### config.mk
export PLATFORM = sky130hd
export DESIGN_NAME = prog_sequencer
export DESIGN_NICKNAME = d
export VERILOG_FILES = /design/src/rtl/prog_sequencer.sv
export SDC_FILE = /design/constraint.sdc
export NUM_CORES = 1
export LEC_CHECK = 0
export ABC_AREA = 1
export CELL_PAD_IN_SITES_DETAIL_PLACEMENT = 2
export CELL_PAD_IN_SITES_GLOBAL_PLACEMENT = 2
export CORE_MARGIN = 2
export CORE_UTILIZATION = 42
export DETAILED_ROUTE_END_ITERATION = 8
export HOLD_SLACK_MARGIN = 0.12
export PLACE_DENSITY_LB_ADDON = 0.1
export SLEW_MARGIN = 40
export SYNTH_ARGS = -nofsm -noshare
export SYNTH_HDL_FRONTEND = slang
export SYNTH_SLANG_ARGS = --single-unit
### constraint.sdc
create_clock -name clk -period 4.9 [get_ports clk]
set_input_delay 0.735 -clock clk [delete_from_list [all_inputs] [get_ports clk]]
set_output_delay 0.735 -clock clk [all_outputs]
set_load 0.05 [all_outputs]
### src/rtl/prog_sequencer.sv
// Program sequencer: fetches 9-bit instructions from a combinational instruction
// memory, follows taken branches via a branch table, and serves ACC constants.
module prog_sequencer #(
    parameter int         PC_W      = 10,
    parameter logic [8:0] HALT_INST = 9'h1FF,
    parameter logic [8:0] NOP_INST  = 9'h1E0
) (
    input  logic            clk,
    input  logic            reset,
    input  logic            start,
    output logic [PC_W-1:0] imem_addr,
    input  logic [8:0]      imem_data,
    output logic [8:0]      inst,
    input  logic            branch_en,
    input  logic            fetch_acc_en,
    output logic [7:0]      acc_value,
    input  logic            lut_we,
    input  logic            lut_sel,
    input  logic [4:0]      lut_addr,
    input  logic [PC_W-1:0] lut_wdata,
    output logic            busy,
    output logic            done,
    output logic [15:0]     cycles
);

    typedef enum logic [1:0] {IDLE, RUN, DONE} state_t;

    state_t          state, state_nxt;
    logic [PC_W-1:0] pc, pc_nxt;
    logic [15:0]     cycles_nxt;
    logic [PC_W-1:0] branch_tbl [32];
    logic [7:0]      acc_tbl    [32];

    // fetch_acc_en only qualifies when the consumer samples acc_value
    logic unused_fetch_acc;
    assign unused_fetch_acc = fetch_acc_en;

    assign imem_addr = pc;
    assign inst      = (state == RUN) ? imem_data : NOP_INST;
    assign acc_value = acc_tbl[inst[4:0]];
    assign busy      = (state == RUN);
    assign done      = (state == DONE);

    always_ff @(posedge clk) begin
        if (reset) begin
            state  <= IDLE;
            pc     <= '0;
            cycles <= '0;
        end else begin
            state  <= state_nxt;
            pc     <= pc_nxt;
            cycles <= cycles_nxt;
        end
    end

    always_comb begin
        state_nxt  = state;
        pc_nxt     = pc;
        cycles_nxt = cycles;
        case (state)
            IDLE, DONE: begin
                if (start) begin
                    state_nxt  = RUN;
                    pc_nxt     = '0;
                    cycles_nxt = '0;
                end
            end
            RUN: begin
                if (cycles != 16'hFFFF)
                    cycles_nxt = cycles + 16'd1;
                if (inst == HALT_INST)
                    state_nxt = DONE;
                else if (branch_en)
                    pc_nxt = branch_tbl[inst[4:0]];
                else
                    pc_nxt = pc + PC_W'(1);
            end
            default: state_nxt = IDLE;
        endcase
    end

    // Table reads are combinational off the registers, so a same-cycle write
    // is only seen from the following cycle on.
    always_ff @(posedge clk) begin
        if (reset) begin
            for (int i = 0; i < 32; i++) begin
                branch_tbl[i] <= '0;
                acc_tbl[i]    <= '0;
            end
        end else if (lut_we) begin
            if (lut_sel)
                acc_tbl[lut_addr] <= lut_wdata[7:0];
            else
                branch_tbl[lut_addr] <= lut_wdata;
        end
    end

endmodule

Word-level counts from Yosys, hierarchy flattened

Memory sizes are Yosys's and may differ from the RTL's.
Index checks and enable logic that the tools add are counted.

Register bits after elaboration: 28
Bits in latches: 0
Bits in writable memories: 576
Memory bits (read-only): 0
Bits of input ports: 31
Output and inout port bits: 45
Word-level logic and storage cells: 50
Memories: 2

$add $sub $neg: 2
Multipliers: 0
Div/mod/pow operators: 0
$lt $le $gt $ge: 0
Eq/ne operators: 8
Shift-type cells: 0
Mux-type cells: 27
Bitwise gates (word level): 0
Reductions and logical operators: 8

Memories:

| name       | depth | width | rd ports | clocked after memory_dff | wr ports | RTL line | source |
|---|---|---|---|---|---|---|---|
| branch_tbl | 32    | 10    | 1        | 0                        | 32       | 31       | `logic [PC_W-1:0] branch_tbl [32];` |
| acc_tbl    | 32    | 8     | 1        | 0                        | 32       | 32       | `logic [7:0] acc_tbl [32];` |

Operators by type and width:

| operator              | count |
|---|---|
| $mux 10               | 4 |
| $mux 16               | 2 |
| $pmux 16 s2           | 1 |
| $pmux 10 s2           | 1 |
| $add 16x1->16 const B | 1 |
| $ne 16x16->1 const B  | 1 |
| $mux 1                | 12 |
| $add 10x1->10 const B | 1 |
| $mux 5                | 2 |
| $reduce_or 10->1      | 1 |
| $eq 9x9->1 const B    | 1 |
| $mux 9                | 1 |
| $mux 8                | 1 |
| $reduce_or 8->1       | 1 |
| $reduce_and 3->1      | 2 |
| $mux 2                | 2 |
| $ne 2x1->1 const B    | 2 |
| $ne 2x2->1 const B    | 2 |
| $pmux 2 s2            | 1 |
| $eq 2x1->1 const B    | 1 |
| $eq 2x2->1 const B    | 1 |
| $logic_not 2->1       | 1 |
| $reduce_and 2->1      | 1 |
| $reduce_bool 2->1     | 1 |
| $reduce_or 2->1       | 1 |

Logic depth before layout (Yosys ltp)

Gate-level depths: netlist (run 1).

Depth after elaboration: 6
Gate-level depth with buffers: 14
Mapped depth without buffers: 12

Worst setup path before layout (run 1)

No wires, ideal clock.

Kind: in2out
Start point: input imem_data[0]
End point: output acc_value[7]
Data arrival time: 2.494 ns
Data required time: 4.165 ns
Setup slack: 1.671 ns
Stages on the path: 8
Path buffers: 2
Path through: nand3_2 inv_2 buf_2 buf_2 o21ai_0 o221ai_1 a21oi_1 a21oi_1

Cells in the longest elaborated chain, start to end: 2

Ends and longest elaborated chain:

| item              | RTL line | source |
|---|---|---|
| from (decl)       | 12       | `input logic [8:0] imem_data,` |
| $mux 9            | 39       | `assign inst = (state == RUN) ? imem_data : NOP_INST;` |
| named net inst[0] | 13       | `output logic [8:0] inst,` |
| $mem_v2 32x8      | --       |  |
| to (decl)         | 16       | `output logic [7:0] acc_value,` |

The timed path passes the listed nets, and every way through them passes these cells.

Worst setup path after layout (run 1)

Start point: register state[0]
End point: output acc_value[6]

Cells in the longest elaborated chain, start to end: 3

Ends and longest elaborated chain:

| item                   | RTL line | source |
|---|---|---|
| from (decl)            | 28       | `state_t state, state_nxt;` |
| from (signal assigned) | 50       | `state <= state_nxt;` |
| $eq 2x1->1             | 39       |  |
| $mux 9                 | 39       |  |
| $mem_v2 32x8           | --       |  |

No other way between the ends.

==> results of run 1 <==
layer usage:
metal  track usage [%]  share of wire [%]  routed length, um  vias up
li1                  -                  -                  -     9776
met1             36.55                 41              40390    11330
met2             51.96                 52              51260      583
met3             3.289                4.4               4336      184
met4             9.180                3.3               3245        0
met5                 0                  0                  0        -
critical path: stages, from the launching register on:
cell and delay [ns]:
dfxtp_1 0.74, nand3_4 0.22, inv_2 0.64, o21ai_0 0.20, o21ai_0 0.35, nand3_1 0.20, nand3_1 0.17, nand2_1 0.12
nand2_1 0.17, buf_12 0.15
power by group through the flow:
stage                     combinational, W  clock (W)  sequential [W]
final                              0.00122    0.00492         0.00600
after global routing               0.00131    0.00513         0.00602
after CTS                          0.00123    0.00497         0.00600
after detailed placement           0.00122          0         0.00610
after global placement             0.00117          0         0.00608
after floorplan                   0.000702          0         0.00608
final timing paths:
| path | start | end | slack [ns] | cells after the start |
|---|---|---|---|---|
| setup / recovery | state[0] | acc_value[6] | 0.55 | 9 |
| hold / removal | cycles[5] | cycles[5] | 0.50 | 2 |
| setup reg to reg | state[0] | imem_addr[8] | 1.50 | 11 |
| hold reg to reg | cycles[5] | cycles[5] | 0.50 | 2 |
cell type report:
type,instances,area share (%)
flip-flops and latches,604,56.81
multi-input cells,2013,28.26
repair buffers,124,4.068
well taps,864,3.439
clock inverters,34,0.7403
clock buffers,89,5.867
inverters,64,0.8160
Yosys cell counts (3+ instances only):
| library cell | instances |
|---|---|
| a21oi_2 | 9 |
| nor3_1 | 10 |
| nand2_4 | 4 |
| a21oi_1 | 45 |
| edfxtp_1 | 576 |
| buf_1 | 14 |
| nand4_1 | 35 |
| or2_2 | 7 |
| o21ai_1 | 23 |
| nand2_2 | 11 |
| nand2_1 | 588 |
| buf_2 | 52 |
| nor2_2 | 3 |
| nor2_1 | 781 |
| o22ai_1 | 32 |
| inv_2 | 16 |
| o21ai_0 | 104 |
| inv_1 | 46 |
| mux2i_1 | 28 |
| o221ai_1 | 15 |
| clkbuf_1 | 122 |
| dfxtp_1 | 28 |
| buf_4 | 22 |
| nand3_1 | 292 |
| a31oi_1 | 4 |
| buf_6 | 14 |
state kept, by name (all words and copies together), names as in the netlist:
register and count:
branch_tbl 320, acc_tbl 256, cycles 16, imem_addr 10, state 2
metrics by stage:
stage	worst slack [ns]	area [um2]	power, W	hold WS [ns]	utilization, %
4_1_cts	0.5314	31430	0.01220	0.5100	47.64
3_3_place_gp	0.8799	29330	0.007253	0.4681	44.45
2_1_floorplan	1.671	28060	0.006782	0.6965	-
5_1_grt	0.5353	31440	0.01247	0.5258	47.64
6_report	0.5472	31440	0.01214	0.5035	47.64
3_5_place_dp	0.8468	29350	0.007322	0.4954	44.49
cells by family after synthesis:
| kind of cell | after synthesis | synth area share, % |
|---|---|---|
| mux | 28 | 0.9988 |
| fa+ha+maj | 2 | 0.08916 |
| flops | 604 | 63.63 |
| compound gates | 237 | 4.789 |
| simple gates | 1744 | 25.65 |
| xor+xnor | 2 | 0.06243 |
| buf+inv | 288 | 4.780 |
==> results.md, run 1 <==
- Required time worst endpoint: approximately 4.2 ns
- Global-route wire length before repair: approximately 150000 um
- FFs w/ async S/R, synth: 0%
- Max VDD drop: 0.0003064 V
- Fmax: 0.2297 GHz
- Switching part of the total: about a quarter
- TNS Setup: 0 ns
- Die area: between 60000 and 70000 um2
- Average size of a mapped cell: between 9 and 10 um2
- CTS Buf Count: 69
- CTS tree: yes
- YS warnings: 0
- Lkg Pwr: roughly 12 nW
- Layout Skew: roughly 0.023 ns
- Area growth, synth to finish: 12.02%
- CP startpoint kind: flip-flop
- IO buf count: 74
- Synthesized cell area: approximately 28000 um2
- Rows: 94
- Register area: 17860 um2
- Total wire length: about 99000 um
- Unrepaired setup endpoints after global routing: no
- Hold Path Class: reg2reg
- Final Wtd Congestion: 0.7863
- Crit path DAT: 3.62 ns
- Post-synth top area share: 61.64%
- Period utilization: 88.83%
- Setup violators final: 0
- Synth top area cells: edfxtp_1 62%, nor2_1 10%, nand2_1 7.9%
- Top_reg_cell synth: edfxtp_1
- Filler cells: roughly 6900
- Comb pwr share: between 10% and 20%
- Maximum fanout along the worst path: 33
- Sequential area share after synthesis: a little under two thirds
- Post-synth top area cell: edfxtp_1
- Footprint of the multi-input gates: just under 9000 um2
- Vias in the first global route: about 24000
- Register bit total from synthesis: a little over 600
- IO Pins: 76
- Die Width: approximately 260 um
- Synthesized Nets: slightly below 3000
- CTS Sinks: a little over 600
- Clk buf depth: 3
- Status: complete, no violations
- Pwr/cell area: approximately 390 nW/um2
- Internal Dissipation: about 0.009 W
- Sequential share of power: 49.4%
- P_sw: between 0.003 and 0.004 W
- H-Tree Depth: 3
- Largest net degree at the start of global routing: roughly 130
- Tightest Pin Transition: 0.8294 ns
- Antenna cell count: 0
- Critical path class: reg2out
- # hold bufs at CTS: 0
- Core area: approximately 66000 um2
- Post-synthesis cell type count: 43
- Routed via count: about 22000
- Final nets: roughly 2900
- Vias per cell: ~5.8
- Final slew viol count: 0
- Clock Latency Late Sink: between 0.6 and 0.7 ns
- Final Non-Filler Cells: 3792
- Crit path capture type: output pin
- Post-synth EDFFs: 576
- Cts repair resizes: 0
- Setup bufs post-CTS: 0
- Routed len/inst: between 20 and 30 um
- Height of the die: around 260 um
- Gate Count Post-Synth: between 2000 and 3000
- Initial antenna violation count: 1
- GR Util All Layers: between 20 and 30%
- DRT iter0 DRCs: between 1500 and 2000
- Commonest non-fill, non-tap cell in the layout: nor2_1
- DR DRC count: 0
- Worst slew margin: around 45%
- 1st-pass router iterations: 5
- MaxCap Viol Count: 0
- Clock group share of total power: 40.5%
- Fin. Hold Viols: 0
- Worst-path clk slew: 0.05 ns
- Root buf cell: clkbuf_16
- Inst Count DP: around 3700
- Starting Density: 42.53%
- Global route overflow: 0
- Layout cells sized above 1: 7.275%
- Most frequent cells in the layout: 778 x nor2_1, 588 x nand2_1, 576 x edfxtp_1
- Detailed placement HPWL: roughly 63000 um
- Post-DRT Antenna Nets: 0
- Crit path time final: 4.353 ns
Power figures use the tool's default switching activity.
==> inputs of run 2 (changes only) <==
--- a/config.mk
+++ b/config.mk
@@ -8,7 +8,7 @@
 export ABC_AREA = 1
 export CELL_PAD_IN_SITES_DETAIL_PLACEMENT = 2
 export CELL_PAD_IN_SITES_GLOBAL_PLACEMENT = 2
-export CORE_MARGIN = 2
+export CORE_ASPECT_RATIO = 0.6
 export CORE_UTILIZATION = 42
 export DETAILED_ROUTE_END_ITERATION = 8
 export HOLD_SLACK_MARGIN = 0.12
==> run 2 against run 1 <==
Worst setup slack lost 0.13 ns; global-route usage increased by 1.7 points; largest power group unchanged; highest routed layer is now met5; critical endpoint is now acc_value[5]; sequential power hardly changed; hold slack improved by 0.0088 ns.
==> results.md, run 2 (same netlist as run 1, synthesis figures left out) <==
- Fin. Hold Viols: 0 (unchanged)
- Max incr delay on CP: 0.59 ns (-0.15 ns)
- Initial antenna violation count: 3 (+2)
- CTS Buf Count: 58 (-16%)
- Worst-path clk slew: 0.07 ns (+0.02 ns)
- Top flop regs: branch_tbl x320, acc_tbl x256, cycles x16
- Layout cells sized above 1: 7.263% (-0.012 points)
- Delay-heaviest family, CP: simple AND/OR/NAND/NOR gates
- Final slew viol count: 0 (unchanged)
- Lkg Pwr: 11.97 nW (-0.94%)
- Detailed placement HPWL: 68280 um (+8.4%)
- Max reg flops: 320 (unchanged)
- Required time worst endpoint: 4.16 ns (about the same)
- Die area: 67890 um2 (-1.5%)
- Root buf cell: clkbuf_16
- Critical path class: reg2out
- Routed len/inst: 27.16 um (+3.8%)
- Routed via count: 22250 (+1.7%)
- Area growth, synth to finish: 11.28%
- IO Pins: 76 (unchanged)
- CTS tree: yes
- TNS Setup: 0 ns (unchanged)
- Clock Latency Late Sink: 0.65 ns (+0.02 ns)
- Crit path time final: 4.480 ns (+0.1271 ns)
- H-Tree Depth: 2 (-1)
- Global-route wire length before repair: 154300 um (+2.5%)
- # hold bufs at CTS: 0 (unchanged)
- Vias per cell: 5.842 (+1.3%)
- Internal Dissipation: 0.008525 W (-5.1%)
- DR DRC count: 0 (unchanged)
- Switching part of the total: 27.04% (+1.0 points)
- Final Wtd Congestion: 0.8302 (+5.6%)
- Crit path capture type: output pin
- Clock group share of total power: 37.9% (-2.6 points)
- Cts repair resizes: 0 (unchanged)
- Core area: 65220 um2 (-1.1%)
- Post-DRT Antenna Nets: 0 (unchanged)
- Final nets: 2909 (unchanged)
- IO buf count: 74 (unchanged)
- Max VDD drop: 0.0002852 V (-6.9%)
- Largest reg by FF count: branch_tbl
- Status: complete, no violations
- Total wire length: 103400 um (+4.2%)
- Slowest CP cell: dfxtp_1
- Die Width: 335.7 um (+28%)
- Fin Hold WS: 0.5123 ns (+0.008755 ns)
- Layout Skew: 0.02112 ns (-0.001992 ns)
- Maximum fanout along the worst path: 39 (+18%)
- Starting Density: 43.02% (+0.49 points)
- 1st-pass router iterations: 5 (unchanged)
- Buffer and inverter count on the worst path: 3 (+1)
- Vias in the first global route: 23550 (-1.1%)
- Largest net degree at the start of global routing: 117 (-6.4%)
- Crit path DAT: 3.74 ns (+0.12 ns)
- Fmax: 0.2232 GHz (-2.8%)
- Pwr/cell area: 374.2 nW/um2 (-3.1%)
- Unrepaired setup endpoints after global routing: no
- CTS Sinks: 604 (unchanged)
- Setup violators final: 0 (unchanged)
- Global route overflow: 0 (unchanged)
- P_sw: 0.003159 W (about the same)
- CP startpoint kind: flip-flop
- CP cell instances: nand3_4 > inv_2 > buf_12 > o21ai_0 > o21ai_1 > nand3_1 > nand3_1 > nand2_1 > nand2_1 > buf_12
- Worst slew margin: 43.72% (-0.99 points)
- Rows: 72 (-23%)
- Commonest non-fill, non-tap cell in the layout: nor2_1
- Comb pwr share: 10.8% (+0.7 points)
- MaxCap Viol Count: 0 (unchanged)
- GR Util All Layers: 30.61% (+1.7 points)
- Tightest Pin Transition: 0.8442 ns (+0.01484 ns)
- Most frequent cells in the layout: 779 x nor2_1, 588 x nand2_1, 576 x edfxtp_1
- Sequential share of power: 51.3% (+1.9 points)
- DRT iter0 DRCs: 2085 (+36%)
- Setup bufs post-CTS: 0 (unchanged)
- Height of the die: 202.2 um (-23%)
- Hold Path Class: reg2reg
- Period utilization: 91.43% (+2.6 points)
- Clk buf depth: 3 (unchanged)
## run 2: cell types whose count changed in the layout (fill, tap and decap cells not counted), sizes merged
| cell | delta |
|---|---|
| diode | +1 |
| clkinvlp | +1 |
| bufinv | +1 |
| clkbuf | -23 |
| buf | +11 |
| clkinv | +1 |
## run 2: through the flow
stage	std cells	total power, W	instance area (um2)	worst slack [ns]	util [%]
6_report	3808	0.01168	31230	0.4201	47.88
5_1_grt	3808	0.01199	31230	0.3391	47.88
4_1_cts	3807	0.01172	31220	0.4948	47.86
3_5_place_dp	3704	0.007348	29480	0.8419	45.19
3_3_place_gp	3704	0.007266	29470	0.9815	45.18
2_1_floorplan	2905	0.006782	28060	1.671	-
## run 2: path summary, 6_finish.rpt
check | start | end | slack [ns] | cells after the start
worst max-delay path | state[0] | acc_value[5] | 0.42 | 10
worst min-delay path | cycles[1] | cycles[1] | 0.51 | 2
worst max register to register | state[0] | imem_addr[2] | 1.74 | 11
worst min register to register | cycles[1] | cycles[1] | 0.51 | 2
## run 2: per-layer routing
metal  global-route usage [%]  part of all wire, %
met1                    45.18                   46
met2                    48.07                   46
met3                    4.125                  6.0
met4                    6.474                  1.8
met5                        0                0.023
## run 2: cell type report
class	count	area, um2
Fill cell	6848	34000
Sequential cell	604	17860
Multi-Input combinational cell	2013	8889
Clock buffer	66	1481
Timing Repair Buffer	135	1371
Tap cell	888	1111
Clock inverter	37	259.0
Inverter	64	256.5
Antenna cell	1	2.502
## run 2: power groups by stage
stage	Combinational [W]	Clock, W	Sequential, W
after floorplan	0.000702	0	0.00608
after global placement	0.00119	0	0.00608
after detailed placement	0.00124	0	0.00610
after CTS	0.00125	0.00447	0.00600
after global routing	0.00134	0.00464	0.00601
final	0.00126	0.00443	0.00599
## run 2: worst reg2reg max path, stage by stage, from the launching register on
cell     delay, ns
dfxtp_1       0.59
nand2_4       0.18
inv_8         0.17
nand2_4       0.30
nor2_8        0.51
inv_2         0.35
a21oi_1       0.35
nor2_1        0.09
nand2_1       0.21
nand3_1       0.13
nand2_1       0.11
a21oi_2       0.05
